[config.mk]
export PLATFORM = sky130hd
export DESIGN_NAME = keypad_scanner
export DESIGN_NICKNAME = d
export VERILOG_FILES = /design/src/rtl/keypad_pkg.sv /design/src/rtl/keypad_scanner_sync_2ff.sv /design/src/rtl/keypad_scanner.sv
export SDC_FILE = /design/constraint.sdc
export NUM_CORES = 1
export LEC_CHECK = 0
export CAP_MARGIN = 5
export CELL_PAD_IN_SITES_DETAIL_PLACEMENT = 0
export CELL_PAD_IN_SITES_GLOBAL_PLACEMENT = 1
export CORE_AREA = 2 2 82 99
export CTS_CLUSTER_DIAMETER = 200
export DETAILED_ROUTE_END_ITERATION = 8
export DIE_AREA = 0 0 84 101
export GPL_ROUTABILITY_DRIVEN = 0
export MAX_ROUTING_LAYER = met4
export PLACE_DENSITY_LB_ADDON = 0.2
export SYNTH_ARGS = -nofsm -noshare
export SYNTH_HDL_FRONTEND = slang
export SYNTH_HIERARCHICAL = 1
export SYNTH_SLANG_ARGS = --single-unit
[constraint.sdc]
create_clock -name clk -period 2.95 [get_ports clk]
set_clock_uncertainty 0.1 [all_clocks]
set_input_delay 0.4425 -clock clk [delete_from_list [all_inputs] [get_ports clk]]
set_output_delay 0.4425 -clock clk [all_outputs]
set_load 0.05 [all_outputs]
[src/rtl/keypad_pkg.sv]
// keypad_pkg
// Shared types and constants for the keypad scanner and the downstream
// key-to-digit converter.
//   kp_state_t        : scanner FSM state encoding
//   ROW_W/COL_W/KEY_W : widths of the one-hot key code {row, column}
//   is_onehot_row()   : true when exactly one row bit is set
package keypad_pkg;

    localparam int ROW_W = 4;
    localparam int COL_W = 4;
    localparam int KEY_W = 8;

    typedef enum logic [1:0] {
        SCAN     = 2'd0,
        DEBOUNCE = 2'd1,
        HELD     = 2'd2,
        RELEASE  = 2'd3
    } kp_state_t;

    function automatic logic is_onehot_row(input logic [ROW_W-1:0] v);
        return (v != '0) && ((v & (v - ROW_W'(1))) == '0);
    endfunction

endpackage

[src/rtl/keypad_scanner_sync_2ff.sv]
// sync_2ff
// Two-flop synchronizer for asynchronous inputs, parameterized width.
//   clk   : destination clock
//   reset : asynchronous active-low reset, loads RESET_VAL into both stages
//   din   : asynchronous input
//   dout  : synchronized output, two clk cycles of latency
module sync_2ff #(
    parameter int               WIDTH     = 1,
    parameter logic [WIDTH-1:0] RESET_VAL = '0
) (
    input  logic             clk,
    input  logic             reset,
    input  logic [WIDTH-1:0] din,
    output logic [WIDTH-1:0] dout
);

    logic [WIDTH-1:0] meta;

    always_ff @(posedge clk or negedge reset) begin
        if (!reset) begin
            meta <= RESET_VAL;
            dout <= RESET_VAL;
        end else begin
            meta <= din;
            dout <= meta;
        end
    end

endmodule

[src/rtl/keypad_scanner.sv]
// keypad_scanner
// 4x4 matrix keypad scanner with press and release debounce.
//   clk       : system clock
//   reset     : asynchronous active-low reset
//   rows_n    : row lines, pulled up, active-low, asynchronous
//   cols_n    : one-cold column drive
//   key       : last accepted key, {row one-hot, column one-hot}
//   key_valid : one-cycle strobe on a newly accepted press
//   key_held  : high from the key_valid cycle until release is debounced
//
// state    | meaning
// ---------+------------------------------------------------------------
// SCAN     | drive a column for SCAN_CYCLES, then sample the rows
// DEBOUNCE | column frozen, captured row must stay stable to accept
// HELD     | key accepted, waiting for all rows to go idle
// RELEASE  | rows idle, must stay idle DEBOUNCE_CYCLES to finish
module keypad_scanner
    import keypad_pkg::*;
#(
    parameter int SCAN_CYCLES     = 50000,
    parameter int DEBOUNCE_CYCLES = 500000
) (
    input  logic             clk,
    input  logic             reset,
    input  logic [ROW_W-1:0] rows_n,
    output logic [COL_W-1:0] cols_n,
    output logic [KEY_W-1:0] key,
    output logic             key_valid,
    output logic             key_held
);

    localparam int SCAN_W = $clog2(SCAN_CYCLES);
    localparam int DEB_W  = $clog2(DEBOUNCE_CYCLES);
    localparam logic [SCAN_W-1:0] SCAN_LAST = SCAN_W'(SCAN_CYCLES - 1);
    localparam logic [DEB_W-1:0]  DEB_LAST  = DEB_W'(DEBOUNCE_CYCLES - 1);

    logic [ROW_W-1:0] rows_sync_n;
    logic [ROW_W-1:0] row_pat;
    logic [COL_W-1:0] col_onehot;

    kp_state_t         state_q, state_d;
    logic [SCAN_W-1:0] scan_cnt_q, scan_cnt_d;
    logic [DEB_W-1:0]  deb_cnt_q, deb_cnt_d;
    logic [1:0]        col_q, col_d;
    logic [KEY_W-1:0]  cap_q, cap_d;
    logic [KEY_W-1:0]  key_d;
    logic              valid_d;
    logic              held_d;

    sync_2ff #(
        .WIDTH     (ROW_W),
        .RESET_VAL ({ROW_W{1'b1}})
    ) u_sync_rows (
        .clk   (clk),
        .reset (reset),
        .din   (rows_n),
        .dout  (rows_sync_n)
    );

    assign row_pat    = ~rows_sync_n;
    assign col_onehot = COL_W'(1) << col_q;
    assign cols_n     = ~col_onehot;

    always_ff @(posedge clk or negedge reset) begin
        if (!reset) begin
            state_q    <= SCAN;
            scan_cnt_q <= '0;
            deb_cnt_q  <= '0;
            col_q      <= '0;
            cap_q      <= '0;
            key        <= '0;
            key_valid  <= 1'b0;
            key_held   <= 1'b0;
        end else begin
            state_q    <= state_d;
            scan_cnt_q <= scan_cnt_d;
            deb_cnt_q  <= deb_cnt_d;
            col_q      <= col_d;
            cap_q      <= cap_d;
            key        <= key_d;
            key_valid  <= valid_d;
            key_held   <= held_d;
        end
    end

    always_comb begin
        state_d    = state_q;
        scan_cnt_d = scan_cnt_q;
        deb_cnt_d  = deb_cnt_q;
        col_d      = col_q;
        cap_d      = cap_q;
        key_d      = key;
        valid_d    = 1'b0;
        held_d     = key_held;

        unique case (state_q)
            SCAN: begin
                if (scan_cnt_q == SCAN_LAST) begin
                    scan_cnt_d = '0;
                    if (is_onehot_row(row_pat)) begin
                        cap_d     = {row_pat, col_onehot};
                        deb_cnt_d = '0;
                        state_d   = DEBOUNCE;
                    end else begin
                        col_d = col_q + 2'd1;
                    end
                end else begin
                    scan_cnt_d = scan_cnt_q + SCAN_W'(1);
                end
            end

            DEBOUNCE: begin
                if (row_pat == cap_q[KEY_W-1:COL_W]) begin
                    if (deb_cnt_q == DEB_LAST) begin
                        key_d     = cap_q;
                        valid_d   = 1'b1;
                        held_d    = 1'b1;
                        deb_cnt_d = '0;
                        state_d   = HELD;
                    end else begin
                        deb_cnt_d = deb_cnt_q + DEB_W'(1);
                    end
                end else begin
                    // Bounce or a different key: drop it and keep scanning.
                    deb_cnt_d  = '0;
                    scan_cnt_d = '0;
                    col_d      = col_q + 2'd1;
                    state_d    = SCAN;
                end
            end

            HELD: begin
                // Extra keys while held are deliberately ignored.
                if (row_pat == '0) begin
                    deb_cnt_d = '0;
                    state_d   = RELEASE;
                end
            end

            RELEASE: begin
                if (row_pat == '0) begin
                    if (deb_cnt_q == DEB_LAST) begin
                        held_d     = 1'b0;
                        deb_cnt_d  = '0;
                        scan_cnt_d = '0;
                        col_d      = col_q + 2'd1;
                        state_d    = SCAN;
                    end else begin
                        deb_cnt_d = deb_cnt_q + DEB_W'(1);
                    end
                end else begin
                    deb_cnt_d = '0;
                    state_d   = HELD;
                end
            end

            default: state_d = SCAN;
        endcase
    end

endmodule
* After elaboration in Yosys (flattened, before gate mapping)
Cells that the tools add are included.
** Storage, ports and cells
- Bits in registers :: 65
- Latch bits :: 0
- RAM bits :: 0
- Bits in read-only memories :: 0
- Input bits :: 6
- Output and inout bits :: 14
- Word-level logic and storage cells :: 83
- Memories :: 0
** Operators by class
- $add $sub $neg :: 4
- Multiply operators :: 0
- Div/mod/pow operators :: 0
- Magnitude comparators :: 0
- Equal/unequal tests :: 17
- Shifts and indexed selects :: 1
- Muxes and demuxes :: 34
- Bitwise operators :: 3
- Reduce and logical (&&, ||, !) cells :: 14
** Operators with widths (count)
- $mux 19 :: 6
- $pmux 19 s4 :: 1
- $mux 16 :: 4
- $pmux 16 s3 :: 1
- $mux 2 :: 12
- $add 19x1->19 const B :: 1
- $eq 19x19->1 const B :: 1
- $ne 2x2->1 const B :: 9
- $add 16x1->16 const B :: 1
- $eq 16x16->1 const B :: 1
- $reduce_and 5->1 :: 2
- $reduce_and 3->1 :: 3
- $logic_not 4->1 :: 2
- $not 4->4 :: 2
- $pmux 2 s4 :: 1
- $mux 1 :: 7
- $ne 3x3->1 const B :: 2
- $pmux 2 s3 :: 1
- $reduce_and 6->1 :: 1
- $and 4x4->4 :: 1
- $eq 2x2->1 const B :: 2
- $eq 4x4->1 :: 1
- $reduce_and 4->1 :: 1
- $reduce_bool 4->1 :: 1
- other kinds (9) :: 9

* Longest topological paths before layout
Gate-level depths: netlist (run 1).
- Depth after elaboration :: 8
- Mapped depth :: 8
- Depth with buffers taken out :: 6

* By module
The synthesis (run 1) kept the hierarchy.
** By module, submodules not included
- keypad_scanner :: times used 1, cells an instance 325, area each 3076.7 µm², seq. area each 1426.4 µm²
- sync_2ff :: times used 1, cells an instance 8, area each 210.2 µm², seq. area each 210.2 µm²

* Least setup slack after synthesis (run 1)
OpenSTA, ideal clock, no wires.
- Path kind :: register -> register
- From :: register u_sync_rows.dout[3]
- To :: register deb_cnt_q[10]
- Setup time :: 124 ps
- Arrival :: 2036 ps
- Required time :: 2726 ps
- Setup slack :: 690 ps
- Stages on the path, launching flop included :: 9
- Buffers on the path :: 3
- Period minus slack after synthesis :: 2260 ps
- Cell sequence :: dfstp_2 -> clkbuf_1 -> xnor2_1 -> nor4_4 -> a31oi_1 -> buf_2 -> buf_1 -> nor2_1 -> a211o_1
** On the way
- Cells in the longest elaborated chain, start to end :: 7
- Elaborated cells between the ends (all ways) :: 14
- Those cells by class :: add/sub (1); eq/ne (3); mux (3); bitwise (2); reduce/logical (5)
** RTL lines
- start, declared :: RTL line keypad_scanner_sync_2ff.sv:14 : output logic [WIDTH-1:0] dout
- start signal, assigned :: RTL line keypad_scanner_sync_2ff.sv:25 : dout <= meta;
- $not 4->4 (*) :: RTL line keypad_scanner.sv:60 : assign row_pat = ~rows_sync_n;
- $sub 4x1->4 :: RTL line keypad_pkg.sv:21 : return (v != '0) && ((v & (v - ROW_W'(1))) == '0);
- $and 4x4->4 :: RTL line keypad_pkg.sv:21
- $logic_not 4->1 :: RTL line keypad_pkg.sv:21
- $logic_and 1x1->1 :: RTL line keypad_pkg.sv:21
- $ne 2x2->1 (no source line)
- $reduce_and 3->1 (no source line)
- end signal, assigned :: RTL line keypad_scanner.sv:77 : deb_cnt_q <= deb_cnt_d;
- end, declared :: RTL line keypad_scanner.sv:43 : logic [DEB_W-1:0] deb_cnt_q, deb_cnt_d;
Mark *: on every way between the ends. The rest lies on a longest branch, timed or not.
A chain may end at the register's enable or synchronous reset.

* Worst setup path in the final report (run 1)
- From :: register scan_cnt_q[4]
- To :: register cap_q[0]
** On the way
- Cells in the longest elaborated chain, start to end :: 2
** RTL lines
- start, declared :: RTL line keypad_scanner.sv:42 : logic [SCAN_W-1:0] scan_cnt_q, scan_cnt_d;
- start signal, assigned :: RTL line keypad_scanner.sv:76 : scan_cnt_q <= scan_cnt_d;
- $eq 16x16->1 :: RTL line keypad_scanner.sv:98 : if (scan_cnt_q == SCAN_LAST) begin
- $reduce_and 3->1 (no source line)
- end signal, assigned :: RTL line keypad_scanner.sv:79 : cap_q <= cap_d;
- end, declared :: RTL line keypad_scanner.sv:45 : logic [KEY_W-1:0] cap_q, cap_d;
No other way between the ends.

==> reports/metrics.csv, run 1 <==
metric;value;unit
crit path max-delay cell type;or4bb_1;
leakage;1.602;nW
Hold Fails Final Rpt;0;
CTS Buf Count;9;
Setup TNS Final;0;ns
Core Region;7576;sq um
Mean Syn Cell Area;9.871;sq um
Max-Cap Viols;0;
Port Buffers;19;
Final period util;82.64;%
Syn. warnings;6;
logic gate share of total power;2.0;%
Peak VDD IR;0.2257;mV
First-pass DRT Iterations;4;
num rows;35;
total number of vias;2530;
ys async rst share;100.0;%
Root Driver;clkbuf_8;
Max-slew headroom;47.67;%
Tightest Pin Transition;0.7849;ns
Most used DFF post-synth;dfrtp_1;
detailed placement HPWL;4647;microns
Tmin final;2.438;ns
Setup-failing EPs final;0;
Post-route DRC;0;
Mapped Area;3287;sq um
# hold bufs at CTS;0;
post-synth top area share;43.40;%
Area contributors post-synth;dfrtp_1 43%, dfstp_2 6.4%, nand2_1 4.8%, mux2_2 3.1%, a31oi_1 2.9%;
Ports;20;
sequential fraction of the synthesis area;49.79;%
RSZ-0062 raised after global routing;false;
Ant. Diodes;0;
dpl ws;0.4945;ns
H-tree levels;3;
slowest stage delay, CP;0.60;ns
Critical Path RT;3.04;ns
Die Wd;84;microns
Clk Latency, worst-skew pair;0.34;ns
DRC marker count from the first detailed-route iteration;125;
DR vias/cell;5.660;
sequential share of power;53.2;%
Pint;0.001306;W
CP startpoint kind;register;
Resized cells post-CTS;0;
most frequent cells in the layout;57 x dfrtp_1, 42 x nand2_1, 22 x nor2_1, 18 x nand3_1, 18 x clkdlybuf4s50_1;
Critical Path Sink Type;register;
first-pass GRT wire length;12190;microns
commonest non-fill, non-tap cell in the layout;dfrtp_1;
status;complete, no violations;
Cell Chain, Critical Path;or4bb_1 -> nor4_4 -> nand3_1 -> nand2_1 -> o21ai_0;
# nets final;362;
fin. max-slew vios;0;
Switching Share;23.33;%
pin count of the biggest net entering global routing;37;
post-CTS setup buffer count;0;
layout cells sized above 1;13.80;%
grt ovf;0;
GRT Total Usage;18.52;%
Synth Register Bits;65;
vias in the first global route;2522;
critical path class;reg -> reg;
Distinct cells, synth;50;
fin worst setup slack;0.5122;ns
placed inst area;3548;sq um
initial antenna violation count;0;
Worst Hold Class;in -> async;
CTS tree;yes;
Die ar.;8484;sq um
WP data arrival;2.53;ns
Critical Path Fanout Max;16;
Clk network pwr share;44.8;%
EDFF count, synth;0;
P per Cell Area;454.6;nW/um^2
Die H;101;microns
wirelength, routed;6740;microns
dominant cell type by area after synthesis;dfrtp_1;
DR WL/cell;15.08;microns
P_sw;0.0003973;W
Clock Sinks;65;
fin area;3746;sq um
Synth Instances;333;
register clock-pin slew on the reported worst setup and hold paths;0.08;ns
syn nets;345;
initial core utilization;43.39;%
Area growth syn-to-layout;13.97;%
Fmax;410.2;MHz
CTS max path bufs;2;
Post-DRT Antenna Nets;0;
==> flip-flops by register name, summed over array words and instances, names as in the netlist <==
register,flops
u_sync_rows/meta,4
key,8
cap_q,8
col_q,2
u_sync_rows/dout,4
deb_cnt_q,19
key_valid,1
state_q,2
key_held,1
scan_cnt_q,16
==> through the flow <==
step | hold slack (ns) | utilization [%] | power (W) | std cells
detailed placement | 0.2475 | 46.84 | 0.0009603 | 431
floorplan | 0.04691 | - | 0.0009317 | 333
global placement | 0.2461 | 46.84 | 0.0009592 | 431
finish | 0.07005 | 49.45 | 0.001703 | 447
global route | 0.1232 | 49.45 | 0.001779 | 447
CTS | 0.09421 | 49.45 | 0.001735 | 447
==> cells in the mapped netlist (5+ instances only) <==
master / count
dfrtp_1: 57
a21oi_1: 10
dfstp_2: 8
mux2_2: 9
nand2_1: 42
xnor2_1: 7
o21ai_0: 17
a211o_1: 5
a31oi_1: 15
ha_1: 6
a221o_1: 6
nor2_1: 22
nand4_1: 9
inv_1: 10
nand3_1: 18
clkbuf_1: 11
nor4_1: 6
nor3_1: 14
==> power by group through the flow <==
stage / logic, W / registers (W) / clock network, W
floorplan: 0.0000115 / 0.000920 / 0
global placement: 0.0000361 / 0.000923 / 0
detailed placement: 0.0000368 / 0.000923 / 0
CTS: 0.0000368 / 0.000906 / 0.000792
global route: 0.0000405 / 0.000907 / 0.000831
finish: 0.0000346 / 0.000906 / 0.000762
==> worst max-delay path: cells and delay by family, from the launching register on <==
kind | cells | cell delay [ns]
AOI/OAI and AO/OA | 1 | 0.09
DFF | 1 | 0.45
and+or+nand+nor | 4 | 1.64
==> layer usage <==
metal	global-route usage, %	vias to the layer above	part of all wire [%]
li1	-	1253	-
met1	22.70	1227	46
met2	29.97	38	49
met3	4.095	12	3.0
met4	7.444	0	2.1
met5	-	-	0
==> cells by family after synthesis <==
family	Yosys count	synth area share, %
fa+ha+maj	6	2.284
mux	12	3.997
simple gates	143	23.52
compound gates	69	14.31
flops	65	49.79
buf+inv	29	3.692
xor+xnor	9	2.398
==> layout make-up <==
class	instances	area [sq um]
Tap cell	92	115.1
Inverter	10	37.54
Clock buffer	10	127.6
Timing Repair Buffer	25	230.2
Sequential cell	65	1637
Multi-Input combinational cell	239	1529
Fill cell	710	3830
Clock inverter	6	70.07
==> worst paths after layout <==
check / slack (ns) / cells after the start / to / startpoint
max: 0.51 / 5 / cap_q[0] / scan_cnt_q[4]
min: 0.07 / 1 / cap_q[2] / reset
max reg2reg: 0.51 / 5 / cap_q[0] / scan_cnt_q[4]
min reg2reg: 0.26 / 0 / u_sync_rows/dout[1] / u_sync_rows/meta[1]
max in group asynchronous: 1.89 / 2 / u_sync_rows/meta[2] / reset
min in group clk: 0.26 / 0 / u_sync_rows/dout[1] / u_sync_rows/meta[1]
Note: power is estimated with default switching activity, not from simulation.
==> inputs of run 2 (changes only) <==
Clock period 2.95 ns to 2.5 ns, I/O delays scaled along.
==> run 2 against run 1 <==
  * Combinational power is 24% higher
  * Largest cell class unchanged
  * Wire length is 0.52% higher
  * Die area stayed put
  * Non-clock buffer count is 13 higher
  * First-iteration DRC count is 42% higher
  * Register-to-register slack worse by 0.29 ns
  * Highest routed layer unchanged
  * Critical path type is now reg -> out
  * Via count is 0.43% higher
==> reports/metrics.csv, run 2 (synthesis results as in run 1) <==
metric;value;unit;change
slowest stage delay, CP;0.80;ns;was 0.60 ns
layout cells sized above 1;16.85;%;was 13.80%
First-pass DRT Iterations;4;;unchanged
Die Wd;84;microns;unchanged
dpl ws;0.2294;ns;was 0.4945 ns
Max-Cap Viols;0;;unchanged
crit path max-delay cell type;clkdlybuf4s50_1;;was or4bb_1
register clock-pin slew on the reported worst setup and hold paths;0.08;ns;about the same
num rows;35;;unchanged
RSZ-0062 raised after global routing;false;;unchanged
Ports;20;;unchanged
DR WL/cell;14.73;microns;was 15.08 microns
Worst Hold Class;reg -> reg;;was in -> async
critical hold path startpoint;u_sync_rows/meta[1];;
# hold bufs at CTS;1;;was 0
Hold Fails Final Rpt;0;;unchanged
H-tree levels;3;;unchanged
wirelength, routed;6775;microns;was 6740 microns
WHS;0.2410;ns;was 0.07005 ns
DR vias/cell;5.524;;was 5.660
largest register by flop count;deb_cnt_q;;unchanged
Root Driver;clkbuf_8;;unchanged
WP data arrival;1.91;ns;was 2.53 ns
Core Region;7576;sq um;unchanged
WHS Endpoint;u_sync_rows/dout[1];;
Top Registers;deb_cnt_q (19), scan_cnt_q (16);;unchanged
Max-slew headroom;52.78;%;was 47.67%
GRT Total Usage;18.56;%;was 18.52%
Clk Latency, worst-skew pair;0.34;ns;about the same
first-pass GRT wire length;12170;microns;was 12190 microns
total number of vias;2541;;was 2530
CP startpoint kind;register;;unchanged
RR Startpoint;scan_cnt_q[11];;was scan_cnt_q[4]
crit-path leading delay family;buffers and inverters;;was simple AND/OR/NAND/NOR gates
WP buf/inv;3;;was 0
post-CTS setup buffer count;0;;unchanged
worst flop-to-flop path endpoint;deb_cnt_q[11];;was cap_q[0]
Cell Chain, Critical Path;inv_1 -> ha_1 -> inv_1 -> clkdlybuf4s50_1;;was or4bb_1 -> nor4_4 -> nand3_1 -> nand2_1 -> o21ai_0
Ant. Diodes;0;;unchanged
reg2reg setup slack;0.22;ns;was 0.51 ns
Die ar.;8484;sq um;unchanged
P per Cell Area;519.2;nW/um^2;was 454.6 nW/um^2
pin count of the biggest net entering global routing;37;;unchanged
most frequent cells in the layout;57 x dfrtp_1, 42 x nand2_1, 22 x nor2_1, 18 x nand3_1, 18 x clkdlybuf4s50_1;;unchanged
critical path depth in cells;4;;was 5
# nets final;375;;was 362
Tightest Pin Transition;0.7083;ns;was 0.7849 ns
Critical Path Fanout Max;4;;was 16
Die H;101;microns;unchanged
R2R depth;5;;unchanged
Post-route DRC;0;;unchanged
leakage;1.690;nW;was 1.602 nW
crit-path most repeated cell;inv_1;;
critical path class;reg -> out;;was reg -> reg
Hold Path Stages;0;;
CTS Buf Count;9;;unchanged
fill count;690;;was 710
Final period util;95.37;%;
Port Buffers;19;;unchanged
DRC marker count from the first detailed-route iteration;178;;was 125
Tmin final;2.384;ns;
Critical Path Sink Type;primary output;;was register
fin worst setup slack;0.1157;ns;was 0.5122 ns
Area growth syn-to-layout;18.39;%;was 13.97%
commonest non-fill, non-tap cell in the layout;dfrtp_1;;unchanged
Setup-failing EPs final;0;;unchanged
status;complete, no violations;;unchanged
Post-DRT Antenna Nets;0;;unchanged
Clock Sinks;65;;unchanged
grt ovf;0;;unchanged
Fmax;419.4;MHz;
CTS max path bufs;2;;unchanged
number of flip-flops in the largest register;19;;unchanged
Resized cells post-CTS;0;;unchanged
initial core utilization;43.39;%;unchanged
detailed placement HPWL;4759;microns;was 4647 microns
initial antenna violation count;0;;unchanged
Setup TNS Final;0;ns;unchanged
fin. max-slew vios;0;;unchanged
Peak VDD IR;0.3631;mV;was 0.2257 mV
CTS tree;yes;;unchanged
vias in the first global route;2497;;was 2522
Critical Path RT;2.03;ns;was 3.04 ns
run 2: report_power, final:
part	switching (W)	leakage, nW	internal (W)
clock	0.000419	0.0985	0.000489
combinational	0.0000269	0.726	0.0000161
sequential	0.00000665	0.866	0.00106
run 2: how the worst max path moves through the flow:
stage | start | to | slack [ns]
floorplan | u_sync_rows/dout[3] | deb_cnt_q[10] | 0.24
global placement | scan_cnt_q[10] | deb_cnt_q[11] | 0.26
detailed placement | u_sync_rows/dout[2] | deb_cnt_q[16] | 0.23
CTS | col_q[0] | cols_n[2] | 0.09
global route | col_q[0] | cols_n[0] | 0.02
finish | col_q[0] | cols_n[2] | 0.12
run 2: worst register-to-register path, delay by kind of cell, from the launching register on:
| family | cells | cell delay [ns] |
|---|---|---|
| compound gates | 2 | 0.49 |
| buf+inv | 1 | 0.23 |
| flops | 1 | 0.43 |
| simple gates | 2 | 0.90 |
run 2: layout make-up:
| type | count | area, sq um | share of cell area, % |
|---|---|---|---|
| Sequential cell | 65 | 1637 | 42.06 |
| Multi-Input combinational cell | 239 | 1529 | 39.29 |
| Timing Repair Buffer | 38 | 367.9 | 9.453 |
| Clock buffer | 10 | 137.6 | 3.537 |
| Tap cell | 92 | 115.1 | 2.958 |
| Clock inverter | 6 | 67.56 | 1.736 |
| Inverter | 10 | 37.54 | 0.9646 |
run 2: metrics by stage:
step	utilization, %	area (sq um)	total power (W)	instances
after floorplan	-	3287	0.001099	333
after global placement	48.52	3676	0.001133	443
after detailed placement	48.52	3676	0.001135	443
after CTS	51.36	3891	0.002055	460
after global routing	51.36	3891	0.002109	460
final	51.36	3891	0.002020	460
run 2: per-layer routing:
metal | routed length, microns | global-route usage (%) | share of wire, % | vias to the layer above
li1 | - | - | - | 1270
met1 | 3107 | 22.73 | 46 | 1233
met2 | 3429 | 31.02 | 51 | 31
met3 | 161 | 4.423 | 2.4 | 7
met4 | 76 | 4.963 | 1.1 | 0
met5 | 0 | - | 0 | -
